$ cat config.mk
export PLATFORM = sky130hd
export DESIGN_NAME = spi_master_shifter_flat
export DESIGN_NICKNAME = d
export VERILOG_FILES = /design/src/rtl/spi_master_shifter_if.sv /design/src/rtl/spi_master_shifter.sv /design/src/flat_wrapper.sv
export SDC_FILE = /design/constraint.sdc
export NUM_CORES = 1
export LEC_CHECK = 0
export ABC_AREA = 1
export BUFFER_PORTS_ARGS = -buffer_cell sky130_fd_sc_hd__buf_2
export CORE_ASPECT_RATIO = 0.75
export CORE_MARGIN = 3
export CORE_UTILIZATION = 35
export DETAILED_ROUTE_END_ITERATION = 16
export GPL_TIMING_DRIVEN = 0
export HOLD_SLACK_MARGIN = 0.02
export PLACE_DENSITY = 0.63
export SETUP_SLACK_MARGIN = 0.02
export SYNTH_ARGS = -nofsm -noshare
export SYNTH_HDL_FRONTEND = slang
export SYNTH_SLANG_ARGS = --single-unit
$ cat constraint.sdc
create_clock -name clk -period 1.85 [get_ports clk]
set_input_delay 0.185 -clock clk [delete_from_list [all_inputs] [get_ports clk]]
set_output_delay 0.185 -clock clk [all_outputs]
set_load 0.05 [all_outputs]
$ cat src/rtl/spi_master_shifter_if.sv
// ---------------------------------------------------------------------------
// spi_master_shifter_if
// Groups every non-clock/reset signal of the SPI master shift engine.
//   master modport : the shift engine itself
//   slave  modport : the surrounding environment (register side, pads,
//                    external bit counter)
// Signals:
//   start, tx_data   request strobe and byte to transmit
//   busy, done       frame status / end-of-frame pulse
//   rx_data          received byte
//   sclk, mosi, miso SPI pins; cs_n chip select (active-low)
//   cnt_en           enable pulse to the external bit counter
//   cnt_value        external bit counter value (0..8)
// ---------------------------------------------------------------------------
interface spi_master_shifter_if;
   logic       start;
   logic [7:0] tx_data;
   logic       busy;
   logic       done;
   logic [7:0] rx_data;
   logic       sclk;
   logic       mosi;
   logic       miso;
   logic       cs_n;
   logic       cnt_en;
   logic [3:0] cnt_value;

   modport master (
      input  start, tx_data, miso, cnt_value,
      output busy, done, rx_data, sclk, mosi, cs_n, cnt_en
   );

   modport slave (
      output start, tx_data, miso, cnt_value,
      input  busy, done, rx_data, sclk, mosi, cs_n, cnt_en
   );
endinterface

$ cat src/rtl/spi_master_shifter.sv
// ---------------------------------------------------------------------------
// spi_master_shifter
// Byte-wide SPI mode-0 master shift engine. Sends tx_data MSB first on mosi,
// captures miso on each sclk rise, and drives the external 4-bit bit counter
// through cnt_en, ending the frame when that counter reports 8.
// Ports:
//   clk   system clock, rising edge
//   reset asynchronous, active-low
//   bus   spi_master_shifter_if.master (start/tx_data/busy/done/rx_data,
//         sclk/mosi/miso/cs_n, cnt_en/cnt_value)
// Parameter:
//   CLK_DIV  sclk half-period in clk cycles (1..255)
// Build option:
//   SPI_LOOPBACK_EN  when defined, the receive shifter samples the internal
//                    mosi instead of the miso pin.
// All outputs are registered.
// ---------------------------------------------------------------------------
module spi_master_shifter #(
   parameter int unsigned CLK_DIV = 4
) (
   input  logic                  clk,
   input  logic                  reset,
   spi_master_shifter_if.master  bus
);

   typedef enum logic [2:0] {
      ST_IDLE  = 3'd0,
      ST_SETUP = 3'd1,
      ST_HIGH  = 3'd2,
      ST_LOW   = 3'd3,
      ST_HOLD  = 3'd4
   } state_t;

   localparam logic [7:0] DIV_LAST = 8'(CLK_DIV - 1);

   state_t     state_r, state_s;
   logic [7:0] div_r, div_s;
   logic [7:0] tx_sr_r, tx_sr_s;
   logic [7:0] rx_sr_r, rx_sr_s;
   logic [7:0] rx_data_r, rx_data_s;
   logic       sclk_r, sclk_s;
   logic       mosi_r, mosi_s;
   logic       cs_n_r, cs_n_s;
   logic       busy_r, busy_s;
   logic       done_r, done_s;
   logic       cnt_en_r, cnt_en_s;
   logic       div_last_s;
   logic       last_bit_s;
   logic       can_accept_s;
   logic       sample_s;

`ifdef SPI_LOOPBACK_EN
   assign sample_s = mosi_r;
`else
   assign sample_s = bus.miso;
`endif

   assign div_last_s   = (div_r == DIV_LAST);
   // A fresh frame needs the counter idle (0 after reset, 8 after a frame)
   // so exactly eight enables bring it back to 8.
   assign can_accept_s = (bus.cnt_value == 4'd0) || (bus.cnt_value == 4'd8);
   // With CLK_DIV=1 the enable pulse is still high in the deciding cycle and
   // the counter has not yet stepped, so 7 then means "about to become 8".
   assign last_bit_s   = cnt_en_r ? (bus.cnt_value == 4'd7) : (bus.cnt_value == 4'd8);

   // State register and all registered outputs.
   always_ff @(posedge clk or negedge reset) begin
      if (!reset) begin
         state_r   <= ST_IDLE;
         div_r     <= 8'h00;
         tx_sr_r   <= 8'h00;
         rx_sr_r   <= 8'h00;
         rx_data_r <= 8'h00;
         sclk_r    <= 1'b0;
         mosi_r    <= 1'b0;
         cs_n_r    <= 1'b1;
         busy_r    <= 1'b0;
         done_r    <= 1'b0;
         cnt_en_r  <= 1'b0;
      end else begin
         state_r   <= state_s;
         div_r     <= div_s;
         tx_sr_r   <= tx_sr_s;
         rx_sr_r   <= rx_sr_s;
         rx_data_r <= rx_data_s;
         sclk_r    <= sclk_s;
         mosi_r    <= mosi_s;
         cs_n_r    <= cs_n_s;
         busy_r    <= busy_s;
         done_r    <= done_s;
         cnt_en_r  <= cnt_en_s;
      end
   end

   // Next-state and next-output logic; pulses default low, everything else holds.
   always_comb begin
      state_s   = state_r;
      div_s     = div_r + 8'd1;
      tx_sr_s   = tx_sr_r;
      rx_sr_s   = rx_sr_r;
      rx_data_s = rx_data_r;
      sclk_s    = sclk_r;
      mosi_s    = mosi_r;
      cs_n_s    = cs_n_r;
      busy_s    = busy_r;
      done_s    = 1'b0;
      cnt_en_s  = 1'b0;

      case (state_r)
         ST_IDLE: begin
            div_s = 8'h00;
            if (bus.start && can_accept_s) begin
               tx_sr_s = bus.tx_data;
               mosi_s  = bus.tx_data[7];
               cs_n_s  = 1'b0;
               busy_s  = 1'b1;
               state_s = ST_SETUP;
            end else begin
               state_s = ST_IDLE;
            end
         end
         ST_SETUP: begin
            if (div_last_s) begin
               state_s = ST_HIGH;
               div_s   = 8'h00;
               sclk_s  = 1'b1;
               rx_sr_s = {rx_sr_r[6:0], sample_s};
            end else begin
               state_s = ST_SETUP;
            end
         end
         ST_HIGH: begin
            if (div_last_s) begin
               state_s  = ST_LOW;
               div_s    = 8'h00;
               sclk_s   = 1'b0;
               cnt_en_s = 1'b1;
               tx_sr_s  = {tx_sr_r[6:0], 1'b0};
               mosi_s   = tx_sr_r[6];
            end else begin
               state_s = ST_HIGH;
            end
         end
         ST_LOW: begin
            if (div_last_s && last_bit_s) begin
               state_s = ST_HOLD;
               div_s   = 8'h00;
            end else if (div_last_s) begin
               state_s = ST_HIGH;
               div_s   = 8'h00;
               sclk_s  = 1'b1;
               rx_sr_s = {rx_sr_r[6:0], sample_s};
            end else begin
               state_s = ST_LOW;
            end
         end
         ST_HOLD: begin
            // Leaving HOLD is the done cycle: the engine is already back in IDLE.
            if (div_last_s) begin
               state_s   = ST_IDLE;
               div_s     = 8'h00;
               cs_n_s    = 1'b1;
               rx_data_s = rx_sr_r;
               done_s    = 1'b1;
               busy_s    = 1'b0;
            end else begin
               state_s = ST_HOLD;
            end
         end
         default: begin
            state_s = ST_IDLE;
            div_s   = 8'h00;
         end
      endcase
   end

   assign bus.busy    = busy_r;
   assign bus.done    = done_r;
   assign bus.rx_data = rx_data_r;
   assign bus.sclk    = sclk_r;
   assign bus.mosi    = mosi_r;
   assign bus.cs_n    = cs_n_r;
   assign bus.cnt_en  = cnt_en_r;

endmodule

$ cat src/flat_wrapper.sv
// flat-port wrapper written by rule: the top's interface ports become plain ports
module spi_master_shifter_flat 
#(
   parameter int unsigned CLK_DIV = 4
)
  (clk, reset, bus_start, bus_tx_data, bus_miso, bus_cnt_value, bus_busy, bus_done, bus_rx_data, bus_sclk, bus_mosi, bus_cs_n, bus_cnt_en);
  spi_master_shifter_if bus_i ();
  input  logic clk;
  input  logic reset;
  input wire logic [$bits(bus_i.start)-1:0] bus_start;
  input wire logic [$bits(bus_i.tx_data)-1:0] bus_tx_data;
  input wire logic [$bits(bus_i.miso)-1:0] bus_miso;
  input wire logic [$bits(bus_i.cnt_value)-1:0] bus_cnt_value;
  output wire logic [$bits(bus_i.busy)-1:0] bus_busy;
  output wire logic [$bits(bus_i.done)-1:0] bus_done;
  output wire logic [$bits(bus_i.rx_data)-1:0] bus_rx_data;
  output wire logic [$bits(bus_i.sclk)-1:0] bus_sclk;
  output wire logic [$bits(bus_i.mosi)-1:0] bus_mosi;
  output wire logic [$bits(bus_i.cs_n)-1:0] bus_cs_n;
  output wire logic [$bits(bus_i.cnt_en)-1:0] bus_cnt_en;
  assign bus_i.start = bus_start;
  assign bus_i.tx_data = bus_tx_data;
  assign bus_i.miso = bus_miso;
  assign bus_i.cnt_value = bus_cnt_value;
  assign bus_busy = bus_i.busy;
  assign bus_done = bus_i.done;
  assign bus_rx_data = bus_i.rx_data;
  assign bus_sclk = bus_i.sclk;
  assign bus_mosi = bus_i.mosi;
  assign bus_cs_n = bus_i.cs_n;
  assign bus_cnt_en = bus_i.cnt_en;
  spi_master_shifter #(.CLK_DIV(CLK_DIV)) u_core (.clk(clk), .reset(reset), .bus(bus_i));
endmodule
==> summary.md <==
| Metric | Value |
|---|---|
| Die Width | roughly 91 µm |
| Synth Flop Type | sky130_fd_sc_hd__dfrtp_1 |
| Max Slew Vio Count | 0 |
| Warning count from the yosys run | 0 |
| Footprint of the multi-input gates | 821 µm² |
| FP Rows | 22 |
| Worst hold-check slack | roughly 0.00011 ns |
| Final setup vio count | 0 |
| Post-Route Skew | 0.0107 ns |
| Synthesized instance count | 204 |
| Time the final worst path needs with I/O delays and setup | 1.54 ns |
| Antenna cells | 0 |
| Detailed-router iteration count before antenna repair | 4 |
| Setup crit end kind | flop |
| Largest fanout on the critical path | 9 |
| PnR Total Power | 2480 µW |
| Effective utilization at floorplan | 0.375 |
| Worst Path Class, Setup | flop to flop |
| Unique masters post-synth | 33 |
| Commonest cells post-synth | sky130_fd_sc_hd__nand2_1 (74), sky130_fd_sc_hd__dfrtp_1 (39), sky130_fd_sc_hd__nand3_1 (14), sky130_fd_sc_hd__nor2_1 (14) |
| PostCTS Resize Cnt | 0 |
| First-pass GRT wire length | 6.02 mm |
| Final period utilization | 0.833 |
| Library cell with the highest instance count after synthesis | sky130_fd_sc_hd__nand2_1 |
| Clk pin slew, worst setup/hold paths | 0.08 ns |
| Peak Freq | 649 MHz |
| Status | completed |
| Power density over cell area | 1120 nW/µm² |
| Synth Area per Inst | 9.30 µm² |
| Violation count after the first detailed-routing iteration | 70 |
| WL/cell | 11.0 µm |
| Antenna violations before repair | 0 |
| Number of hold violations in the final report | 0 |
| Sinks on the clock net | 40 |
| Post-route design area | 2220 µm² |
| Overall overflow remaining after global route | 0 |
| Number of fill cells | 509 |
| Count of maximum capacitance violations | 0 |
| Async SR Flop Fraction | 1.00 |
| Max-slew headroom | 0.419 |
| TritonCTS clock tree | yes |
| Clock buffer count from CTS | 5 |
| Seq/Total Area, Yosys | 0.528 |
| Root buffer cell | sky130_fd_sc_hd__clkbuf_8 |
| Largest net degree at the start of global routing | 41 |
| Remaining DRCs | 0 |
| VDD IR max | approximately 650 µV |
| Syn-to-layout area delta | 16.9% |
| Post-synth EDFFs | 0 |
| Area fraction of the dominant cell type after synthesis | 0.515 |
| Post-Place Cell Area | 2130 µm² |
| Post-detail-place hpwl | 2.46 mm |
| CORE AREA | 5060 µm² |
| Die Span Y | 69.8 µm |
| Utilization of the core after routing | 0.438 |
| Worst endpoint required time | 2.03 ns |
| Post-DRT Antenna Nets | 0 |
| Setup TNS | 0 ns |
| Via/cell ratio | 4.41 |
| RePlAce Congestion | approximately 0.86 |
| Syn Std Cell Area | approximately 1900 µm² |
| I/O pin count | 30 |
| Least-Margin Pin Slew | 0.872 ns |
| Number of nets at the end of the flow | 257 |
| Vias in the first global route | 1287 |
| Path class of the lowest-slack min-delay path | primary input to asynchronous set/reset pin |
| Largest area contributor in the synthesized netlist | sky130_fd_sc_hd__dfrtp_1 |
| RSZ-0062 raised after global routing | false |
| Proportion of layout cells with a drive suffix above 1 | 0.257 |
| Seq. cell area | 1000 µm² |
| Global router's overall resource usage | 0.117 |
| Category of the worst setup path launch point | flop |
| Hold-fix buffers at CTS | 0 |
| Total die area | 6350 µm² |
| Clock H-tree levels | 2 |
| Net count of the mapped netlist | 221 |
| Via count | 1381 |
| Setup Fix Bufs, Post-CTS | 0 |
| Crit path arrival time | 1.72 ns |
| Clock latency reported for the late side of the worst-skew pair | 0.29 ns |
| Maximum root-to-sink buffer count | 2 |
| Number of I/O port buffers | 29 |
| Top post-synthesis cells by area | sky130_fd_sc_hd__dfrtp_1 (51%), sky130_fd_sc_hd__nand2_1 (15%), sky130_fd_sc_hd__nand3_1 (3.7%) |
| Flops & latches, synth | 40 |
| Reported leakage power | approximately 0.0012 µW |
| Routed WL | 3.46 mm |
-- path summary, 6_finish.rpt --
check                      cells after the start                           from  slack, ns                       endpoint
setup / recovery                               8      u_core.div_r[0]$_DFF_PN0_       0.31  u_core.rx_sr_r[1]$_DFFE_PN0P_
hold / removal                                 1                          reset     0.0001      u_core.bus.done$_DFF_PN0_
setup reg to reg                               8      u_core.div_r[0]$_DFF_PN0_       0.31  u_core.rx_sr_r[1]$_DFFE_PN0P_
hold reg to reg                                2  u_core.tx_sr_r[0]$_DFFE_PN0P_       0.47  u_core.tx_sr_r[0]$_DFFE_PN0P_
max in group asynchronous                      1                          reset       1.29    u_core.bus.sclk$_DFFE_PN0P_
min in group clk                               3                 bus_tx_data[0]       0.10  u_core.tx_sr_r[0]$_DFFE_PN0P_
-- sequential cells by signal (all words and copies together), names as in the netlist, 3 cells and up --
name	count
u_core.div_r	8
u_core.rx_sr_r	8
u_core.state_r	3
u_core.bus.rx_data	8
u_core.tx_sr_r	7
-- cell type report --
cell class	count	area share
sequential	40	0.452
multi-input combinational	148	0.370
timing repair buffer	29	0.0655
tap	72	0.0406
clock buffer	7	0.0344
inverter	14	0.0260
buffer	2	0.00734
clock inverter	1	0.00395
-- routing by layer --
layer | vias up | GRT usage | wire length [µm]
met4 | 0 | 0.0452 | 22
met5 | - | 0 | 0
li1 | 725 | - | -
met3 | 2 | 0.0369 | 157
met1 | 630 | 0.167 | 1740
met2 | 24 | 0.165 | 1540
-- where the power goes --
group	total [µW]	switching [µW]	internal (µW)
logic	760	498	262
clock network	574	304	270
registers	1150	102	1050
-- worst max-delay path, stage by stage (launching register included) --
cell and delay [ns]:
sky130_fd_sc_hd__dfrtp_1 0.38, sky130_fd_sc_hd__ha_1 0.22, sky130_fd_sc_hd__nand2_2 0.11, sky130_fd_sc_hd__nor2_8 0.20
sky130_fd_sc_hd__inv_2 0.12, sky130_fd_sc_hd__nor2_8 0.17, sky130_fd_sc_hd__nand2_4 0.10, sky130_fd_sc_hd__nand2_1 0.07
sky130_fd_sc_hd__nand2_1 0.05
-- placed cells by master (no fill, tap or decap), drive strengths merged, types with 2 or more instances in the layout --
cell type | Yosys | final
mux2i | 6 | 6
xor2 | 4 | 4
nor3 | 2 | 2
or2 | 2 | 2
buf | 2 | 31
clkinv | 1 | 2
clkbuf | 0 | 7
o21ai | 12 | 12
nand2 | 78 | 78
dfrtp | 39 | 39
inv | 13 | 13
nor2 | 20 | 20
nand3 | 15 | 15
xnor2 | 2 | 2
-- per-stage QoR --
stage          cells  worst slack, ns
2_1_floorplan    204            0.346
3_3_place_gp     305            0.323
3_5_place_dp     305            0.299
4_1_cts          313            0.282
5_1_grt          313            0.140
6_report         313            0.309
-- cells by family (layout without fill, tap and decap cells) --
kind of cell | count (synthesis) | after routing | share of synthesized area
fa+ha+maj | 1 | 1 | 0.00660
simple gates | 121 | 121 | 0.318
xor+xnor | 6 | 6 | 0.0277
mux | 6 | 6 | 0.0317
compound gates | 14 | 14 | 0.0488
buf+inv | 16 | 53 | 0.0389
flops | 40 | 40 | 0.528
Note: power is estimated with default switching activity, not from simulation.
